<file path="src/rtl/postif_id_pkg.sv">
// Shared definitions for the postif/id pipeline boundary: state encodings,
// bubble instruction and fetch exception-vector bit positions.
package postif_id_pkg;

    typedef enum logic [1:0] {
        PIF_EMPTY   = 2'd0,
        PIF_FULL    = 2'd1,
        PIF_DISCARD = 2'd2
    } pif_state_e;

    localparam logic [31:0] PIF_NOP_INST = 32'h0000_0000;

    // Fetch-side exception bits carried in the exception vector
    localparam int EXC_ADEL_BIT = 4;
    localparam int EXC_TLBL_BIT = 5;

endpackage

</file>
<file path="src/rtl/postif_id_chk.sv">
// Protocol checks for the postif/id boundary; holds assertions only.
module postif_id_chk
    import postif_id_pkg::*;
(
    input  logic       clk,
    input  logic       resetn,
    input  logic       flush,
    input  logic [1:0] state,
    input  logic       beat,
    input  logic       buf_valid
);

    // The stall request must keep postif from delivering a beat while the buffer is occupied
    a_no_beat_when_full: assert property (@(posedge clk) disable iff (!resetn)
        (!flush && state == PIF_FULL) |-> !beat);

    // Buffer occupancy tracks the FULL state exactly
    a_buf_matches_state: assert property (@(posedge clk) disable iff (!resetn)
        buf_valid == (state == PIF_FULL));

endmodule

</file>
<file path="src/rtl/postif_id_skid.sv">
// One-entry holding buffer for a {pc, inst, exc} beat returned while id stalls.
module postif_id_skid
    import postif_id_pkg::*;
#(
    parameter int PC_W   = 32,
    parameter int INST_W = 32,
    parameter int EXC_W  = 32
) (
    input  logic              clk,
    input  logic              resetn,
    input  logic              load,
    input  logic              clear,
    input  logic [PC_W-1:0]   pc_in,
    input  logic [INST_W-1:0] inst_in,
    input  logic [EXC_W-1:0]  exc_in,
    output logic              valid,
    output logic [PC_W-1:0]   pc,
    output logic [INST_W-1:0] inst,
    output logic [EXC_W-1:0]  exc
);

    logic              valid_r;
    logic [PC_W-1:0]   pc_r;
    logic [INST_W-1:0] inst_r;
    logic [EXC_W-1:0]  exc_r;

    // Buffer storage: reset and clear empty it, load captures a beat
    always_ff @(posedge clk) begin
        if (!resetn) begin
            valid_r <= 1'b0;
            pc_r    <= '0;
            inst_r  <= '0;
            exc_r   <= '0;
        end else if (clear) begin
            valid_r <= 1'b0;
            pc_r    <= '0;
            inst_r  <= '0;
            exc_r   <= '0;
        end else if (load) begin
            valid_r <= 1'b1;
            pc_r    <= pc_in;
            inst_r  <= inst_in;
            exc_r   <= exc_in;
        end else begin
            valid_r <= valid_r;
            pc_r    <= pc_r;
            inst_r  <= inst_r;
            exc_r   <= exc_r;
        end
    end

    assign valid = valid_r;
    assign pc    = pc_r;
    assign inst  = inst_r;
    assign exc   = exc_r;

endmodule

</file>
<file path="src/rtl/postif_id.sv">
// Post-fetch to decode pipeline register: completes the I-cache return, skids one
// beat while id stalls and drops a fetch that a flush has orphaned.
module postif_id
    import postif_id_pkg::*;
#(
    parameter int                PC_W     = 32,
    parameter int                INST_W   = 32,
    parameter int                EXC_W    = 32,
    parameter logic [INST_W-1:0] NOP_INST = PIF_NOP_INST[INST_W-1:0]
) (
    input  logic              clk,
    input  logic              resetn,
    input  logic              fetch_valid_i,
    input  logic [PC_W-1:0]   pc_i,
    input  logic [INST_W-1:0] inst_i,
    input  logic [EXC_W-1:0]  exception_type_i,
    input  logic              inst_stall_i,
    input  logic              id_stall_i,
    input  logic              flush_i,
    output logic              id_valid_o,
    output logic [PC_W-1:0]   id_pc_o,
    output logic [INST_W-1:0] id_inst_o,
    output logic [EXC_W-1:0]  id_exception_type_o,
    output logic              stall_req_o
);

    pif_state_e        state_r, state_nxt_s;
    logic              id_valid_r, id_valid_nxt_s;
    logic [PC_W-1:0]   id_pc_r, id_pc_nxt_s;
    logic [INST_W-1:0] id_inst_r, id_inst_nxt_s;
    logic [EXC_W-1:0]  id_exc_r, id_exc_nxt_s;

    logic              exc_nz_s, beat_s, miss_s, ret_s;
    logic [INST_W-1:0] beat_inst_s;
    logic              skid_load_s, skid_clear_s, skid_valid_s;
    logic [PC_W-1:0]   skid_pc_s;
    logic [INST_W-1:0] skid_inst_s;
    logic [EXC_W-1:0]  skid_exc_s;

    // A faulting fetch never touched the cache, so it completes at once as a NOP
    assign exc_nz_s    = |exception_type_i;
    assign beat_s      = fetch_valid_i & (~inst_stall_i | exc_nz_s);
    assign miss_s      = fetch_valid_i & inst_stall_i & ~exc_nz_s;
    assign ret_s       = fetch_valid_i & ~inst_stall_i;
    assign beat_inst_s = exc_nz_s ? NOP_INST : inst_i;

    postif_id_skid #(
        .PC_W   (PC_W),
        .INST_W (INST_W),
        .EXC_W  (EXC_W)
    ) u_skid (
        .clk     (clk),
        .resetn  (resetn),
        .load    (skid_load_s),
        .clear   (skid_clear_s),
        .pc_in   (pc_i),
        .inst_in (beat_inst_s),
        .exc_in  (exception_type_i),
        .valid   (skid_valid_s),
        .pc      (skid_pc_s),
        .inst    (skid_inst_s),
        .exc     (skid_exc_s)
    );

    // Next-state, id register and buffer control; flush overrides the state actions
    always_comb begin
        state_nxt_s    = state_r;
        id_valid_nxt_s = id_valid_r;
        id_pc_nxt_s    = id_pc_r;
        id_inst_nxt_s  = id_inst_r;
        id_exc_nxt_s   = id_exc_r;
        skid_load_s    = 1'b0;
        skid_clear_s   = 1'b0;
        if (flush_i) begin
            id_valid_nxt_s = 1'b0;
            id_inst_nxt_s  = NOP_INST;
            id_exc_nxt_s   = '0;
            skid_clear_s   = 1'b1;
            state_nxt_s    = miss_s ? PIF_DISCARD : PIF_EMPTY;
        end else begin
            case (state_r)
                PIF_EMPTY: begin
                    if (!id_stall_i) begin
                        if (beat_s) begin
                            id_valid_nxt_s = 1'b1;
                            id_pc_nxt_s    = pc_i;
                            id_inst_nxt_s  = beat_inst_s;
                            id_exc_nxt_s   = exception_type_i;
                        end else begin
                            id_valid_nxt_s = 1'b0;
                            id_inst_nxt_s  = NOP_INST;
                            id_exc_nxt_s   = '0;
                        end
                    end else if (beat_s) begin
                        skid_load_s = 1'b1;
                        state_nxt_s = PIF_FULL;
                    end else begin
                        state_nxt_s = PIF_EMPTY;
                    end
                end
                PIF_FULL: begin
                    if (!id_stall_i) begin
                        id_valid_nxt_s = 1'b1;
                        id_pc_nxt_s    = skid_pc_s;
                        id_inst_nxt_s  = skid_inst_s;
                        id_exc_nxt_s   = skid_exc_s;
                        skid_clear_s   = 1'b1;
                        state_nxt_s    = PIF_EMPTY;
                    end else begin
                        state_nxt_s = PIF_FULL;
                    end
                end
                PIF_DISCARD: begin
                    if (!id_stall_i) begin
                        id_valid_nxt_s = 1'b0;
                        id_inst_nxt_s  = NOP_INST;
                        id_exc_nxt_s   = '0;
                    end else begin
                        id_valid_nxt_s = id_valid_r;
                    end
                    if (ret_s) begin
                        state_nxt_s = PIF_EMPTY;
                    end else begin
                        state_nxt_s = PIF_DISCARD;
                    end
                end
                default: begin
                    id_valid_nxt_s = 1'b0;
                    id_inst_nxt_s  = NOP_INST;
                    id_exc_nxt_s   = '0;
                    skid_clear_s   = 1'b1;
                    state_nxt_s    = PIF_EMPTY;
                end
            endcase
        end
    end

    // State and id output registers
    always_ff @(posedge clk) begin
        if (!resetn) begin
            state_r    <= PIF_EMPTY;
            id_valid_r <= 1'b0;
            id_pc_r    <= '0;
            id_inst_r  <= NOP_INST;
            id_exc_r   <= '0;
        end else begin
            state_r    <= state_nxt_s;
            id_valid_r <= id_valid_nxt_s;
            id_pc_r    <= id_pc_nxt_s;
            id_inst_r  <= id_inst_nxt_s;
            id_exc_r   <= id_exc_nxt_s;
        end
    end

    // Hold pc/postif while anything downstream or the cache is not ready
    always_comb begin
        if (flush_i) begin
            stall_req_o = 1'b0;
        end else begin
            stall_req_o = (state_r == PIF_FULL) | id_stall_i | miss_s |
                          (state_r == PIF_DISCARD);
        end
    end

    assign id_valid_o          = id_valid_r;
    assign id_pc_o             = id_pc_r;
    assign id_inst_o           = id_inst_r;
    assign id_exception_type_o = id_exc_r;

    postif_id_chk u_chk (
        .clk       (clk),
        .resetn    (resetn),
        .flush     (flush_i),
        .state     (state_r),
        .beat      (beat_s),
        .buf_valid (skid_valid_s)
    );

endmodule

</file>
<file path="config.mk">
export PLATFORM = sky130hd
export DESIGN_NAME = postif_id
export DESIGN_NICKNAME = d
export VERILOG_FILES = /design/src/rtl/postif_id_pkg.sv /design/src/rtl/postif_id_chk.sv /design/src/rtl/postif_id_skid.sv /design/src/rtl/postif_id.sv
export SDC_FILE = /design/constraint.sdc
export NUM_CORES = 1
export LEC_CHECK = 0
export CORE_MARGIN = 2
export CORE_UTILIZATION = 48
export CTS_BUF_LIST = sky130_fd_sc_hd__clkbuf_2
export DETAILED_ROUTE_END_ITERATION = 8
export PLACE_DENSITY = 0.75
export SLEW_MARGIN = 25
export SYNTH_ARGS = -nofsm -noshare
export SYNTH_HDL_FRONTEND = slang
export SYNTH_SLANG_ARGS = --single-unit
</file>
<file path="constraint.sdc">
create_clock -name clk -period 5.1 [get_ports clk]
set_input_delay 0.51 -clock clk [delete_from_list [all_inputs] [get_ports clk]]
set_output_delay 0.51 -clock clk [all_outputs]
set_load 0.02 [all_outputs]
</file>
==> key figures <==
Run status
  – Status: finished, final reports clean

Power
  – Worst IR drop on VDD: between 0.15 and 0.2 mV
  – Pleak: between 3 and 4 nW
  – PD cells: 239.3 nW/µm²

Timing
  – Unrepaired setup endpoints after global routing: false
  – Hold Fails Final Rpt: 0
  – Slew HR: 32.78%
  – Worst Clk Skew: 0.04021 ns
  – Setup ws final: 1.581 ns
  – Final period utilization: 69.01%
  – Final Max Slew Viols: 0
  – Fmax: 284.1 MHz
  – Worst Max-Slew Pin Slew: 1.008 ns
  – Setup_tns: 0 ns
  – # setup viols final: 0
  – Hold WS: 0.2651 ns
  – Final min period: 3.519 ns

Critical path
  – Cells along the critical path: clkdlybuf4s50_1, nor4_1, and4_4, nand4_1, a21oi_1, clkdlybuf4s50_1
  – CP max stage cell: clkdlybuf4s50_1
  – Cell mode on critical path: clkdlybuf4s50_1
  – Critical Path Max Stage Delay: 0.67 ns
  – Critical Path AT: approximately 3 ns
  – Crit end category: primary output
  – CP max FO: 3
  – WP data required: 4.59 ns
  – FF-to-FF Start: state_r[0]$_SDFFE_PN0P_
  – Cell depth of the worst flop-to-flop path: 6
  – CP Launch Type: input port
  – Register-to-register setup slack: 2.56 ns
  – Kind of critical path: input port to primary output
  – Reg-to-reg endpoint: id_inst_o[10]$_SDFFE_PP0P_

Placed design
  – Port bufs: approximately 200
  – RePlAce Congestion: 0.7841
  – Detailed Place HPWL: around 17000 µm
  – Pre-CTS setup slack: 1.477 ns
  – Post-Place Cells: between 1500 and 2000

Hold path
  – HP Start: pc_i[6]
  – Hold Path Stages: 3
  – Hold Path Class: input port to register
  – Hold Crit Endpoint: u_skid.pc[6]$_SDFFE_PP0P_

Die
  – Initial Utilization: 48.66%
  – Die Width: 146.8 µm
  – Core Area: 20100 µm²
  – Die Footprint: 21540 µm²
  – Rows: 52
  – Die Height: ~150 µm
  – # IOs: 200

Clock network
  – Htree depth: 4
  – Worst-case clock buffer depth: 2
  – Inserted Clock Buffers: 17
  – CTS Sinks: around 200
  – Worst-Skew Late Latency: 0.78 ns
  – Post_cts resized: 0
  – CTS Hold Bufs: 0
  – TritonCTS clock tree: yes
  – Root Buffer: clkbuf_2
  – Post-CTS Setup Bufs: 0
  – Clock-pin slew on the worst setup and hold paths: 0.30 ns

GRT
  – Antenna violations before repair: 1
  – First-pass GRT wire length: 46250 µm
  – GRT Util Overall: between 20% and 30%
  – GRT overflow: 0
  – Pin count of the biggest net entering global routing: 101
  – Vias in the first global route: 9062

Finish
  – Fin util: between 60% and 70%
  – Nets: around 1400
  – Post-Layout Cell Count: 1543
  – Number of fillers in the final layout: ~1800
  – Share of layout cells above drive strength 1: under 10%
  – Area grow syn2layout: 23.61%

Logic synthesis
  – Seq cells post-synth: 195
  – Post-synth EDFFs: 0
  – Synth warn: 0
  – Ys flop type: dfxtp_1
  – Syn_nets: 1251
  – Post-synthesis cell count: 1149
  – Post-synth top area share: 39.91%
  – Synth cell types: 34
  – Asr flop ratio synth: 0%
  – Mean cell area of the mapped netlist: 8.513 µm²
  – Largest cells by area after synthesis: dfxtp_1 (40%), mux2i_1 (9.8%), nand2_1 (9.4%)
  – Sequential element share of the synthesized area: about 40%
  – Yosys top cell by area: dfxtp_1
  – Mapped Area: roughly 9800 µm²

Run
  – Max-Cap Viols: 0

Routing
  – DR iter-0 viols: 753
  – Antenna Nets Post-Route: 0
  – # DRC: 0
  – Drt pass-1 iters: 4
  – WL/cell: 18.35 µm
  – Drt via density: 6.021
  – Total number of vias: 9290
  – Routed WL: between 20000 and 30000 µm
## critical path, delay by kind of cell
| family | cells | cell delay [ns] |
|---|---|---|
| compound gates | 1 | 0.34 |
| buf+inv | 2 | 1.12 |
| simple gates | 3 | 1.03 |
## layout by cell type (no fill, tap or decap), types with 13 or more instances in the layout
cell,netlist,layout
a21boi_0,83,83
dfxtp_1,195,193
o22a_1,51,51
clkbuf_2,0,17
a31oi_1,66,65
mux2i_1,96,96
a22oi_1,13,13
a21oi_1,69,68
mux2_2,32,32
nand4_1,100,100
nand2_1,246,245
o211ai_1,32,32
buf_4,6,15
clkdlybuf4s50_1,0,198
## state kept, by name, summed over array words and instances (netlist names)
register,count
id_exception_type_o,32
id_inst_o,32
id_pc_o,32
id_valid_o,1
state_r,2
u_skid.exc,32
u_skid.inst,32
u_skid.pc,32
## worst max path at each step
stage          slack (ns)                          end  depth (start not counted)            startpoint
6_report             1.58                  stall_req_o                          6  exception_type_i[10]
5_1_grt              1.48                  stall_req_o                          6  exception_type_i[23]
4_1_cts              1.61                  stall_req_o                          6  exception_type_i[23]
3_5_place_dp         1.48  u_skid.exc[29]$_SDFFE_PP0P_                          7   exception_type_i[2]
3_3_place_gp         1.53  u_skid.exc[30]$_SDFFE_PP0P_                          7   exception_type_i[7]
2_1_floorplan        2.62                  stall_req_o                          6  exception_type_i[26]
## through the flow
stage          cell area [µm²]  power, W
2_1_floorplan             9782  0.001810
3_3_place_gp             11730  0.001992
3_5_place_dp             11760  0.001996
4_1_cts                  12060  0.002911
5_1_grt                  12090  0.003012
6_report                 12090  0.002893
## final cells by class
cell class / count / area, µm² / share of cell area, %
Tap cell: 270 / 337.8 / 2.794
Inverter: 3 / 11.26 / 0.09313
Sequential cell: 195 / 3906 / 32.31
Multi-Input combinational cell: 823 / 5330 / 44.08
Antenna cell: 1 / 2.502 / 0.02070
Clock inverter: 15 / 220.2 / 1.821
Clock buffer: 17 / 85.08 / 0.7036
Timing Repair Buffer: 219 / 2198 / 18.18
## cell usage after synthesis, drive strengths merged (8+ instances only)
master and number:
a21boi 83, a21oi 69, a22oi 13, a31oi 66
buf 50, clkbuf 78, dfxtp 195, mux2 32
mux2i 96, nand2 246, nand4 100, nor4 8
o211ai 32, o22a 51
## layer usage
layer / track usage, % / wire [µm] / vias up
li1: - / - / 4427
met1: 35.72 / 12730 / 4478
met2: 41.78 / 13190 / 358
met3: 5.342 / 2031 / 27
met4: 6.942 / 361 / 0
met5: 0 / 0 / -
## logic make-up after synthesis
family / Yosys count / share of synthesized area (%)
mux: 128 / 13.51
flops: 195 / 39.91
simple gates: 374 / 17.61
compound gates: 321 / 22.70
buf+inv: 131 / 6.268
## where the power goes
group	leakage, nW	total [W]	internal [W]	switching, W
logic	1.99	0.000398	0.000180	0.000217
clock network	0.168	0.000918	0.000339	0.000579
registers	1.58	0.00158	0.00156	0.0000197
total	3.73	0.00289	0.00208	0.000816
No activity file was read; power rests on OpenSTA's default activity.
